### src/rtl/loop_nest_scheduler.sv
// Three-level nested-loop index sequencer (outer c, middle y, inner x).
// Each level counts 0, s, 2s, ... and ends on the first value >= max, or on
// a value whose next step would overflow DATA_WIDTH. Tuples are presented
// over a valid/ready handshake. A one-cycle done pulse follows the last
// accepted tuple.
module loop_nest_scheduler #(
    parameter int DATA_WIDTH = 4
) (
    input  logic                  clk,
    input  logic                  reset,
    input  logic                  start,
    input  logic                  abort,
    input  logic [DATA_WIDTH-1:0] cfg_max_x,
    input  logic [DATA_WIDTH-1:0] cfg_max_y,
    input  logic [DATA_WIDTH-1:0] cfg_max_c,
    input  logic [DATA_WIDTH-1:0] cfg_stride_x,
    input  logic [DATA_WIDTH-1:0] cfg_stride_y,
    input  logic [DATA_WIDTH-1:0] cfg_stride_c,
    output logic                  out_valid,
    input  logic                  out_ready,
    output logic [DATA_WIDTH-1:0] out_x,
    output logic [DATA_WIDTH-1:0] out_y,
    output logic [DATA_WIDTH-1:0] out_c,
    output logic                  out_last,
    output logic                  busy,
    output logic                  done
);

    typedef enum logic [1:0] {
        IDLE = 2'd0,
        RUN  = 2'd1,
        DONE = 2'd2
    } state_t;

    state_t state_q, state_d;

    // Latched configuration (strides already forced non-zero)
    logic [DATA_WIDTH-1:0] max_x_q, max_y_q, max_c_q;
    logic [DATA_WIDTH-1:0] max_x_d, max_y_d, max_c_d;
    logic [DATA_WIDTH-1:0] stride_x_q, stride_y_q, stride_c_q;
    logic [DATA_WIDTH-1:0] stride_x_d, stride_y_d, stride_c_d;

    // Current index tuple
    logic [DATA_WIDTH-1:0] x_q, y_q, c_q;
    logic [DATA_WIDTH-1:0] x_d, y_d, c_d;

    // Next-step sums carry one extra bit to expose overflow
    logic [DATA_WIDTH:0] sum_x, sum_y, sum_c;
    logic                end_x, end_y, end_c;
    logic                valid_int;
    logic                fire;

    // A zero stride would never terminate, so it counts by one instead.
    function automatic logic [DATA_WIDTH-1:0] fix_stride(input logic [DATA_WIDTH-1:0] s);
        return (s == '0) ? DATA_WIDTH'(1) : s;
    endfunction

    // Per-level end-of-range detection
    always_comb begin
        sum_x = {1'b0, x_q} + {1'b0, stride_x_q};
        sum_y = {1'b0, y_q} + {1'b0, stride_y_q};
        sum_c = {1'b0, c_q} + {1'b0, stride_c_q};
        end_x = (x_q >= max_x_q) || sum_x[DATA_WIDTH];
        end_y = (y_q >= max_y_q) || sum_y[DATA_WIDTH];
        end_c = (c_q >= max_c_q) || sum_c[DATA_WIDTH];
    end

    assign valid_int = (state_q == RUN);
    assign fire      = valid_int && out_ready;

    // Next-state, configuration latch and index advance
    always_comb begin
        state_d    = state_q;
        max_x_d    = max_x_q;
        max_y_d    = max_y_q;
        max_c_d    = max_c_q;
        stride_x_d = stride_x_q;
        stride_y_d = stride_y_q;
        stride_c_d = stride_c_q;
        x_d        = x_q;
        y_d        = y_q;
        c_d        = c_q;

        unique case (state_q)
            IDLE: begin
                if (start) begin
                    max_x_d    = cfg_max_x;
                    max_y_d    = cfg_max_y;
                    max_c_d    = cfg_max_c;
                    stride_x_d = fix_stride(cfg_stride_x);
                    stride_y_d = fix_stride(cfg_stride_y);
                    stride_c_d = fix_stride(cfg_stride_c);
                    x_d        = '0;
                    y_d        = '0;
                    c_d        = '0;
                    state_d    = RUN;
                end
            end
            RUN: begin
                if (fire) begin
                    if (!end_x) begin
                        x_d = sum_x[DATA_WIDTH-1:0];
                    end else begin
                        x_d = '0;
                        if (!end_y) begin
                            y_d = sum_y[DATA_WIDTH-1:0];
                        end else begin
                            y_d = '0;
                            if (!end_c) begin
                                c_d = sum_c[DATA_WIDTH-1:0];
                            end else begin
                                c_d     = '0;
                                state_d = DONE;
                            end
                        end
                    end
                end
            end
            DONE: begin
                x_d     = '0;
                y_d     = '0;
                c_d     = '0;
                state_d = IDLE;
            end
            default: begin
                state_d = IDLE;
            end
        endcase

        // abort overrides start and any handshake in the same cycle
        if (abort) begin
            state_d = IDLE;
            x_d     = '0;
            y_d     = '0;
            c_d     = '0;
        end
    end

    // State, configuration and index registers with synchronous reset
    always_ff @(posedge clk) begin
        if (reset) begin
            state_q    <= IDLE;
            max_x_q    <= '0;
            max_y_q    <= '0;
            max_c_q    <= '0;
            stride_x_q <= '0;
            stride_y_q <= '0;
            stride_c_q <= '0;
            x_q        <= '0;
            y_q        <= '0;
            c_q        <= '0;
        end else begin
            state_q    <= state_d;
            max_x_q    <= max_x_d;
            max_y_q    <= max_y_d;
            max_c_q    <= max_c_d;
            stride_x_q <= stride_x_d;
            stride_y_q <= stride_y_d;
            stride_c_q <= stride_c_d;
            x_q        <= x_d;
            y_q        <= y_d;
            c_q        <= c_d;
        end
    end

    // Output decode
    always_comb begin
        out_valid = valid_int;
        out_x     = x_q;
        out_y     = y_q;
        out_c     = c_q;
        out_last  = valid_int && end_x && end_y && end_c;
        busy      = (state_q != IDLE);
        done      = (state_q == DONE);
    end

endmodule
### config.mk
export PLATFORM = sky130hd
export DESIGN_NAME = loop_nest_scheduler
export DESIGN_NICKNAME = d
export VERILOG_FILES = /design/src/rtl/loop_nest_scheduler.sv
export SDC_FILE = /design/constraint.sdc
export NUM_CORES = 1
export LEC_CHECK = 0
export CAP_MARGIN = 25
export CORE_ASPECT_RATIO = 1.5
export CORE_MARGIN = 8
export CORE_UTILIZATION = 50
export CTS_CLUSTER_DIAMETER = 100
export CTS_CLUSTER_SIZE = 12
export DETAILED_ROUTE_END_ITERATION = 12
export PLACE_DENSITY = 0.89
export SLEW_MARGIN = 5
export SYNTH_ARGS = -nofsm -noshare
export SYNTH_HDL_FRONTEND = slang
export SYNTH_SLANG_ARGS = --single-unit
### constraint.sdc
create_clock -name clk -period 2.4 [get_ports clk]
set_input_delay 0.24 -clock clk [delete_from_list [all_inputs] [get_ports clk]]
set_output_delay 0.24 -clock clk [all_outputs]
set_load 0.05 [all_outputs]
==> impl_metrics.tcl <==
set metrics [dict create \
    first_pass_iters 4 \
    design.final.nets 343 \
    switching_power_uw 377.2 \
    power.share.combinational_pct 14.7 \
    critPathLaunch "out_x[0]" \
    timing.final.crit_period_ns 2.305 \
    coreArea_um2 3959 \
    wire_length_of_the_first_global_routing_pass_um 8355 \
    combined_area_of_the_multi_input_logic_cells_um2 1246 \
    syn_nets 296 \
    route.met3.wl_um 321 \
    grt_start_max_net_pins 26 \
    pwr_density_cell_nw_per_um2 577.7 \
    power.share.switching_pct 23.76 \
    post-synth-top-count-cell "sky130_fd_sc_hd__nand2_1" \
    worst_r2r_startpoint "out_c[0]" \
    detail_route.wirelength.met1_um 1927 \
    grt_use_total_pct 16.73 \
    grt_setup_unrepaired "no" \
    setup_viol 0 \
    finalHoldViolations 0 \
    cts_buffer_depth 2 \
    floorplan.die_area_um2 6518 \
    final.setup.tns_ns 0 \
    status "finished clean" \
    tightestPinTransition_ns 0.7339 \
    synth_seq_area_share_pct 36.60 \
    layout.area.seq_um2 763.2 \
    initial_core_util_pct 52.50 \
    crit_chain "ha_1, fa_2, a21oi_2, o21ai_2, or2_4, nand2_2, nor3_4, buf_4" \
    max_freq_mhz 433.8 \
    vias 1837 \
    synthesis.instances 240 \
    crit_end "out_last" \
    die_width_um 68.64 \
    tritoncts "yes" \
    clkSlewWorstSetupHoldPaths_ns 0.07 \
    post_route_drc 0 \
    ys_top_cells_by_count "sky130_fd_sc_hd__nand2_1, sky130_fd_sc_hd__dfxtp_1, sky130_fd_sc_hd__a21oi_1" \
    clk-insertion-delay-late_ns 0.30 \
    ctsResizeCount 5 \
    timing.reg2reg.setup_slack_ns 0.38 \
    final.period_utilization_pct 96.05 \
    grt_pass1_vias 1925 \
    worstPathArrival_ns 2.07 \
    hp-class "reg -> reg" \
    cp.required_ns 2.16 \
    setup.worst_path.class "reg -> out" \
    post_synth_edffs 0 \
    synth_unique_cells 39 \
    cap_violations 0 \
    critPathMaxStageDelay_ns 0.37 \
    die_h_um 94.96 \
    critPathSlowestCell "sky130_fd_sc_hd__fa_2" \
    clockRootBuffer "sky130_fd_sc_hd__clkbuf_8" \
    cts_inserted_buffers 5 \
    finalInstanceArea_um2 2748 \
    drtIter0Drc 137 \
    detail_route.wl_per_cell_um 14.95 \
    p_leak_uw 0.001158 \
    fillCellCount 298 \
    reg2regPathDepth 6 \
    netlist_top_cells_area "sky130_fd_sc_hd__dfxtp_1, sky130_fd_sc_hd__ha_1, sky130_fd_sc_hd__nand2_1" \
    ys_warn_count 0 \
    row_count 28 \
    drtAntennaViolNets 0 \
    postCtsHoldBufs 0 \
    n_antenna_cell 0 \
    synthArstFlopShare_pct 0 \
    h-tree-depth 2 \
    met2RoutedLength_um 2654 \
    dr.max_layer_used "met4" \
    final_layout_size_suffix_gt1_share_pct 11.46 \
    cts.sink_count 38 \
    p_int_uw 1210 \
    worst_setup_skew_after_layout_ns 0.01004 \
    detail_route.vias_per_cell 5.517 \
    synthDominantAreaCellType "sky130_fd_sc_hd__dfxtp_1" \
    cp-start-kind "flop" \
    r2r_end "out_c[0]" \
    pwr-share-seq_pct 42.5 \
    area_growth_syn_to_layout_pct 32.21 \
    top_ff_cell_synth "sky130_fd_sc_hd__dfxtp_1" \
    ir_worst_vdd_v 0.0005127 \
    setup.worst_path.end_class "output pin" \
    ioPinCount 45 \
    gp_congestion 0.8598 \
    grt_overflow_total 0 \
    critical_path.max_fanout 4 \
    syn_area_per_cell_um2 8.659 \
    ys_ff_latch 38 \
    initial_antenna_violation_count 0 \
    power.clock.fraction_pct 42.8 \
    finalPower_uw 1587 \
    synth_area_um2 2078 \
    max_slew_margin_pct 50.95 \
    place_hpwl_um 3776 \
    synth_top_area_share_pct 36.60 \
    route.final.wire_length_um 4980 \
    dpl-instance-area_um2 2581 \
    timing_max_transition_violations_final 0 \
    buffer_ports.inserted 44 \
    postCtsSetupRepairBufs 0 \
]
-- critical path: cells and delay by family, from the launching register on --
| family | cells | cell delay [ns] |
|---|---|---|
| compound gates | 2 | 0.25 |
| fa+ha+maj | 2 | 0.59 |
| buf+inv | 1 | 0.18 |
| flops | 1 | 0.34 |
| simple gates | 3 | 0.40 |
-- flip-flops by register name, indices dropped and copies added, names as in the netlist --
| register | flops |
|---|---|
| stride_y_q | 4 |
| max_c_q | 4 |
| stride_c_q | 4 |
| out_x | 4 |
| max_y_q | 4 |
| out_c | 4 |
| state_q | 2 |
| max_x_q | 4 |
| stride_x_q | 4 |
| out_y | 4 |
-- final cells by class --
| cell class | instances | share of cell area (%) |
|---|---|---|
| Clock buffer | 6 | 3.005 |
| Clock inverter | 2 | 2.186 |
| Inverter | 19 | 2.596 |
| Multi-Input combinational cell | 175 | 45.36 |
| Sequential cell | 38 | 27.78 |
| Tap cell | 45 | 2.049 |
| Timing Repair Buffer | 48 | 17.03 |
-- power by group through the flow --
stage | Combinational (µW) | Sequential [µW] | Clock, µW
CTS | 232 | 674 | 689
global route | 259 | 678 | 725
detailed placement | 226 | 689 | 0
global placement | 220 | 687 | 0
finish | 234 | 674 | 679
floorplan | 140 | 685 | 0
-- routing by layer --
metal  vias up  GRT usage [%]
met5         -              0
met4         0          7.547
met2        52          29.03
met1       850          17.61
met3         9          5.219
li1        926              -
-- worst min-delay path by stage --
stage	from	cells after the start	slack, ns	end
floorplan	cfg_max_c[1]	2	0.38	max_c_q[1]
detailed placement	max_x_q[2]	2	0.45	max_x_q[2]
CTS	max_x_q[2]	2	0.46	max_x_q[2]
finish	max_x_q[2]	2	0.46	max_x_q[2]
global placement	max_x_q[2]	2	0.44	max_x_q[2]
global route	max_x_q[3]	2	0.48	max_x_q[3]
-- stage by stage --
| stage | worst slack, ns | utilization, % | hold slack, ns | std cells |
|---|---|---|---|---|
| 2_1_floorplan | 0.06586 | - | 0.3760 | 240 |
| 3_3_place_gp | 0.2675 | 65.20 | 0.4432 | 325 |
| 3_5_place_dp | 0.2307 | 65.20 | 0.4491 | 325 |
| 4_1_cts | 0.01470 | 69.28 | 0.4593 | 333 |
| 5_1_grt | 0.02077 | 69.41 | 0.4843 | 333 |
| 6_report | 0.09480 | 69.41 | 0.4577 | 333 |
-- placed cells by master (no fill, tap or decap), drive strengths merged, types with 5 or more instances in the layout --
cell type	synthesis	final
dfxtp	38	38
nor2	12	12
ha	24	24
clkbuf	4	6
inv	19	19
clkdlybuf4s50	0	43
a21oi	29	29
nand2	49	49
buf	4	5
a22o	5	5
o31ai	8	8
-- kinds of logic after synthesis --
family,share of synthesized area [%]
AO/OA/AOI/OAI,20.17
adder cells (fa/ha/maj),17.34
XOR/XNOR,2.529
AND/OR/NAND/NOR,18.24
buffers and inverters,5.117
flip-flops,36.60
No activity file was read; power rests on OpenSTA's default activity.
==> edit 1, RTL diff (same settings) <==
The parameter `DATA_WIDTH` goes from 4 to 6.
--- a/src/rtl/loop_nest_scheduler.sv
+++ b/src/rtl/loop_nest_scheduler.sv
@@ -4,7 +4,7 @@
 // over a valid/ready handshake. A one-cycle done pulse follows the last
 // accepted tuple.
 module loop_nest_scheduler #(
-    parameter int DATA_WIDTH = 4
+    parameter int DATA_WIDTH = 6
 ) (
     input  logic                  clk,
     input  logic                  reset,
Ports: changed (9 resized); port bits go from 45 to 63. No check against the original RTL was run, so the function may have changed too.
==> edit 1 against the original RTL <==
Sequential cell count is 18 higher; synthesized area is 54% higher; setup slack worse by 81 ps; power is 21% higher; final area is 56% higher; synthesized cell count is 62% higher; utilization is 0.085 points lower; critical path depth is 1 higher; wire length is 82% higher; register-to-register slack worse by 310 ps; critical endpoint unchanged; largest cell class unchanged.
==> edit 1: results (changes against the original RTL) <==
Status
  – Status: finished, final reports clean (unchanged)

Placed design
  – RePlAce Congestion: 0.919 (was 0.860)
  – DPL Wire Length: 6380 µm (was 3780 µm)
  – Post-DP Area: 0.00392 mm² (was 0.00258 mm²)
  – I/O Buffers: 62 (was 44)
  – Place WS: 7.88 ps (was 231 ps)

Timing
  – Clock skew: 16.8 ps (was 10.0 ps)
  – Relative slew slack: 61.7% (was 51.0%)

Yosys
  – Flops & latches, synth: 56 (was 38)
  – Avg Inst Size Synth: 8.22 µm² (was 8.66 µm²)
  – Synth cell count leaders: nand2_1 (79), dfxtp_1 (56), a21oi_1 (41) (was nand2_1 (49), dfxtp_1 (38), a21oi_1 (29))
  – Adder-cell area share of the yosys netlist: 16.0% (was 17.3%)
  – Post-synthesis mux area share: 0.314% (was 0%)
  – Xor/xnor share of the synthesized area: 2.20% (was 2.53%)
  – Synth top area cells: dfxtp_1 (35%), ha_1 (14%), nand2_1 (9.3%) (was dfxtp_1 (37%), ha_1 (14%), nand2_1 (8.9%))
  – Yosys cell types: 46 (was 39)
  – Synth Net Count: 468 (was 296)
  – Compound-cell area share of the yosys netlist: 20.6% (was 20.2%)
  – Register area share after synthesis: 35.1% (was 36.6%)

GRT
  – Met3 usage: 3.46% (was 5.22%)
  – First-pass GRT wire length: 14700 µm (was 8360 µm)
  – Met1 GRT Util: 21.0% (was 17.6%)
  – Pin count of the biggest net entering global routing: 37 (was 26)
  – GR Layer Usage met2: 35.0% (was 29.0%)
  – All-layer global routing usage: 19.9% (was 16.7%)
  – Vias in the first global route: 3236 (was 1925)

Final layout
  – Repair and plain buffers: 89 (was 48)
  – Fraction of layout cells with a size suffix above 1: 16.3% (was 11.5%)
  – Final net count: 551 (was 343)
  – Final clock-cell share: 2.16% (was 5.19%)
  – Multi-input comb cells: 283 (was 175)
  – Multi-input logic area: 0.00199 mm² (was 0.00125 mm²)
  – Filler Cell Count: 488 (was 298)
  – Area Growth Syn to Fin: 34.2% (was 32.2%)
  – Logic inverters: 36 (was 19)
  – NonClk Buf Share: 19.5% (was 17.0%)

Clock network
  – Bufs on Longest Clock Path: 2 (unchanged)
  – Worst-path clk slew: 100 ps (was 70 ps)
  – Root buf cell: clkbuf_8 (unchanged)
  – PostCTS Resize Cnt: 14 (was 5)
  – Setup Fix Bufs, Post-CTS: 16 (was 0)
  – Clock Latency Late Sink: 320 ps (was 300 ps)
  – H-tree levels: 2 (unchanged)

Power
  – P_leak: 0.00178 µW (was 0.00116 µW)
  – VDD IR max: 0.255 mV (was 0.513 mV)

Worst hold path
  – Hold depth: 2 (unchanged)

Worst setup path
  – CP max FO: 3 (was 4)
  – Worst EP arrival: 2150 ps (was 2070 ps)
  – R2r worst-path depth: 9 (was 6)

Detailed routing
  – 1st-iter DRT viols: 214 (was 137)
  – Vias/cell: 5.66 (was 5.52)
==> edit 1: report_power, final <==
part           total [µW]  switching [µW]  internal [µW]
Combinational         384             201            183
Sequential            995            27.4            967
Clock                 546             314            232
Total                1920             542           1380
==> edit 1: stage by stage <==
stage	std cells	total power, µW	util [%]
final	546	1920	69.3
after global routing	546	2010	69.3
after CTS	541	1910	67.8
after detailed placement	517	1350	63.4
after global placement	517	1340	63.4
after floorplan	388	1210	-
==> edit 1: layer usage <==
metal  wire [µm]  part of all wire (%)  vias to the layer above
met5           0                     0                        -
met4         464                   5.1                        0
met3         440                   4.8                       39
met2        4750                    52                       96
met1        3430                    38                     1456
li1            -                     -                     1498
==> edit 1: kinds of logic (layout without fill, tap and decap cells) <==
group / after synthesis / in the layout
AND/OR/NAND/NOR: 139 / 139
AO/OA/AOI/OAI: 96 / 96
flip-flops: 56 / 56
buffers and inverters: 49 / 133
adder cells (fa/ha/maj): 39 / 39
XOR/XNOR: 8 / 8
multiplexers: 1 / 1
==> edit 1: critical path, cell delays in order, from the launching register on <==
cell,delay [ps]
dfxtp_4,370
ha_4,140
inv_1,60
fa_2,350
nor2b_2,140
o2111ai_1,140
o211ai_1,190
nand3_2,170
nor2_4,140
buf_12,140
==> edit 1: path summary, 6_finish.rpt <==
check,end,slack [ps],startpoint
setup / recovery,out_last,10,out_y[0]$_SDFFE_PP0P_
hold / removal,max_x_q[1]$_SDFFE_PP0P_,460,max_x_q[1]$_SDFFE_PP0P_
setup reg to reg,out_c[1]$_SDFFE_PP0P_,70,out_y[0]$_SDFFE_PP0P_
hold reg to reg,max_x_q[1]$_SDFFE_PP0P_,460,max_x_q[1]$_SDFFE_PP0P_
==> edit 2, RTL diff (same settings) <==
Made on the original files. Reset style: asynchronous (`reset`), changed in one clocked block. Comments in the files are not updated.
--- a/src/rtl/loop_nest_scheduler.sv
+++ b/src/rtl/loop_nest_scheduler.sv
@@ -137,7 +137,7 @@
     end
 
     // State, configuration and index registers with synchronous reset
-    always_ff @(posedge clk) begin
+    always_ff @(posedge clk or posedge reset) begin
         if (reset) begin
             state_q    <= IDLE;
             max_x_q    <= '0;
Behaviour: differs if reset is asserted again (counterexample within 4 cycles, from zero or initial values and one cycle with reset high); with reset held inactive, the same outputs for 4 cycles.
==> edit 2 against the original RTL <==
Synthesized area increased by 8.2%; sequential share of layout area rose by 5.0 points; final area grew 5.6%; maximum frequency is 0.53% higher; synthesized cell count shrank 10%; via count decreased by 5.9%; final cell count down 4.5%; wire length is 3.5% higher; first-iteration DRC count fell by 57%; sequential cell count unchanged; setup slack gained 12 ps; highest routed layer unchanged.
Power is not compared: it rests on default switching activity, and its combinational part moved more than twofold at a synthesized area within 25%.
==> edit 2: results (changes against the original RTL) <==
Status
  – Status: finished, final reports clean (unchanged)

Final layout
  – Fraction of layout cells with a size suffix above 1: 17.8% (was 11.5%)
  – Fin cells: 318 (was 333)
  – Seq. cell area: 951 µm² (was 763 µm²)
  – Final net count: 325 (was 343)
  – Filler Cell Count: 360 (was 298)

Yosys
  – Synth Net Count: 272 (was 296)
  – Yosys cell types: 40 (was 39)
  – Avg Inst Size Synth: 10.4 µm² (was 8.66 µm²)

Timing
  – Hold WS: 406 ps (was 458 ps)
  – Crit share post-route: 95.5% (was 96.0%)

Placed design
  – DPL Wire Length: 3940 µm (was 3780 µm)
  – Placed cell count: 307 (was 325)

Worst setup path
  – Worst EP arrival: 2050 ps (was 2070 ps)
  – RR Endpoint: out_y[0]$_DFFE_PP0P_ (was out_c[0]$_SDFFE_PP0P_)
  – Delay-heaviest family, CP: compound AO/OA/AOI/OAI gates (was adder cells)
  – Critical path's slowest cell: dfrtp_1 (was fa_2)
  – CP startpoint: out_x[0]$_DFFE_PP0P_ (was out_x[0]$_SDFFE_PP0P_)

Detailed routing
  – Vias: 1729 (was 1837)
  – Final WL: 5160 µm (was 4980 µm)
  – 1st-iter DRT viols: 59 (was 137)

GRT
  – First-pass GRT wire length: 8570 µm (was 8360 µm)
  – Vias in the first global route: 1927 (was 1925)
  – Met1 GRT Util: 14.7% (was 17.6%)

Clock network
  – Setup Fix Bufs, Post-CTS: 1 (was 0)

Worst hold path
  – Hold crit path type: input pin to asynchronous set/reset pin (was flip-flop to flip-flop)
==> edit 2: cells by family (layout without fill, tap and decap cells) <==
logic type / count (synthesis) / in the layout / share of synthesized area, %
and+or+nand+nor: 62 / 62 / 15.4
muxes: 17 / 17 / 8.46
xor gates and xnor gates: 3 / 3 / 1.17
buffers and inverters: 29 / 83 / 4.95
AOI/OAI and AO/OA: 40 / 40 / 11.7
adders and majority gates: 27 / 27 / 16.0
DFF: 38 / 38 / 42.3
==> edit 2: area by class of cell <==
cell class / instances / share of cell area [%]
inverters: 25 / 3.23
repair buffers: 50 / 17.1
well taps: 48 / 2.07
flip-flops and latches: 38 / 32.8
clock buffers: 7 / 2.97
clock inverters: 1 / 0.172
multi-input cells: 149 / 41.7
==> edit 2: metal layers <==
layer  vias to the layer above  routed length [µm]
met5                         -                   0
met4                         0                 202
li1                        851                   -
met1                       833                1900
met3                        13                 187
met2                        32                2860
==> edit 2: tightest hold or removal path, stage by stage <==
cell and delay, ps:
clkdlybuf4s50_1 410, inv_1 70, buf_4 420
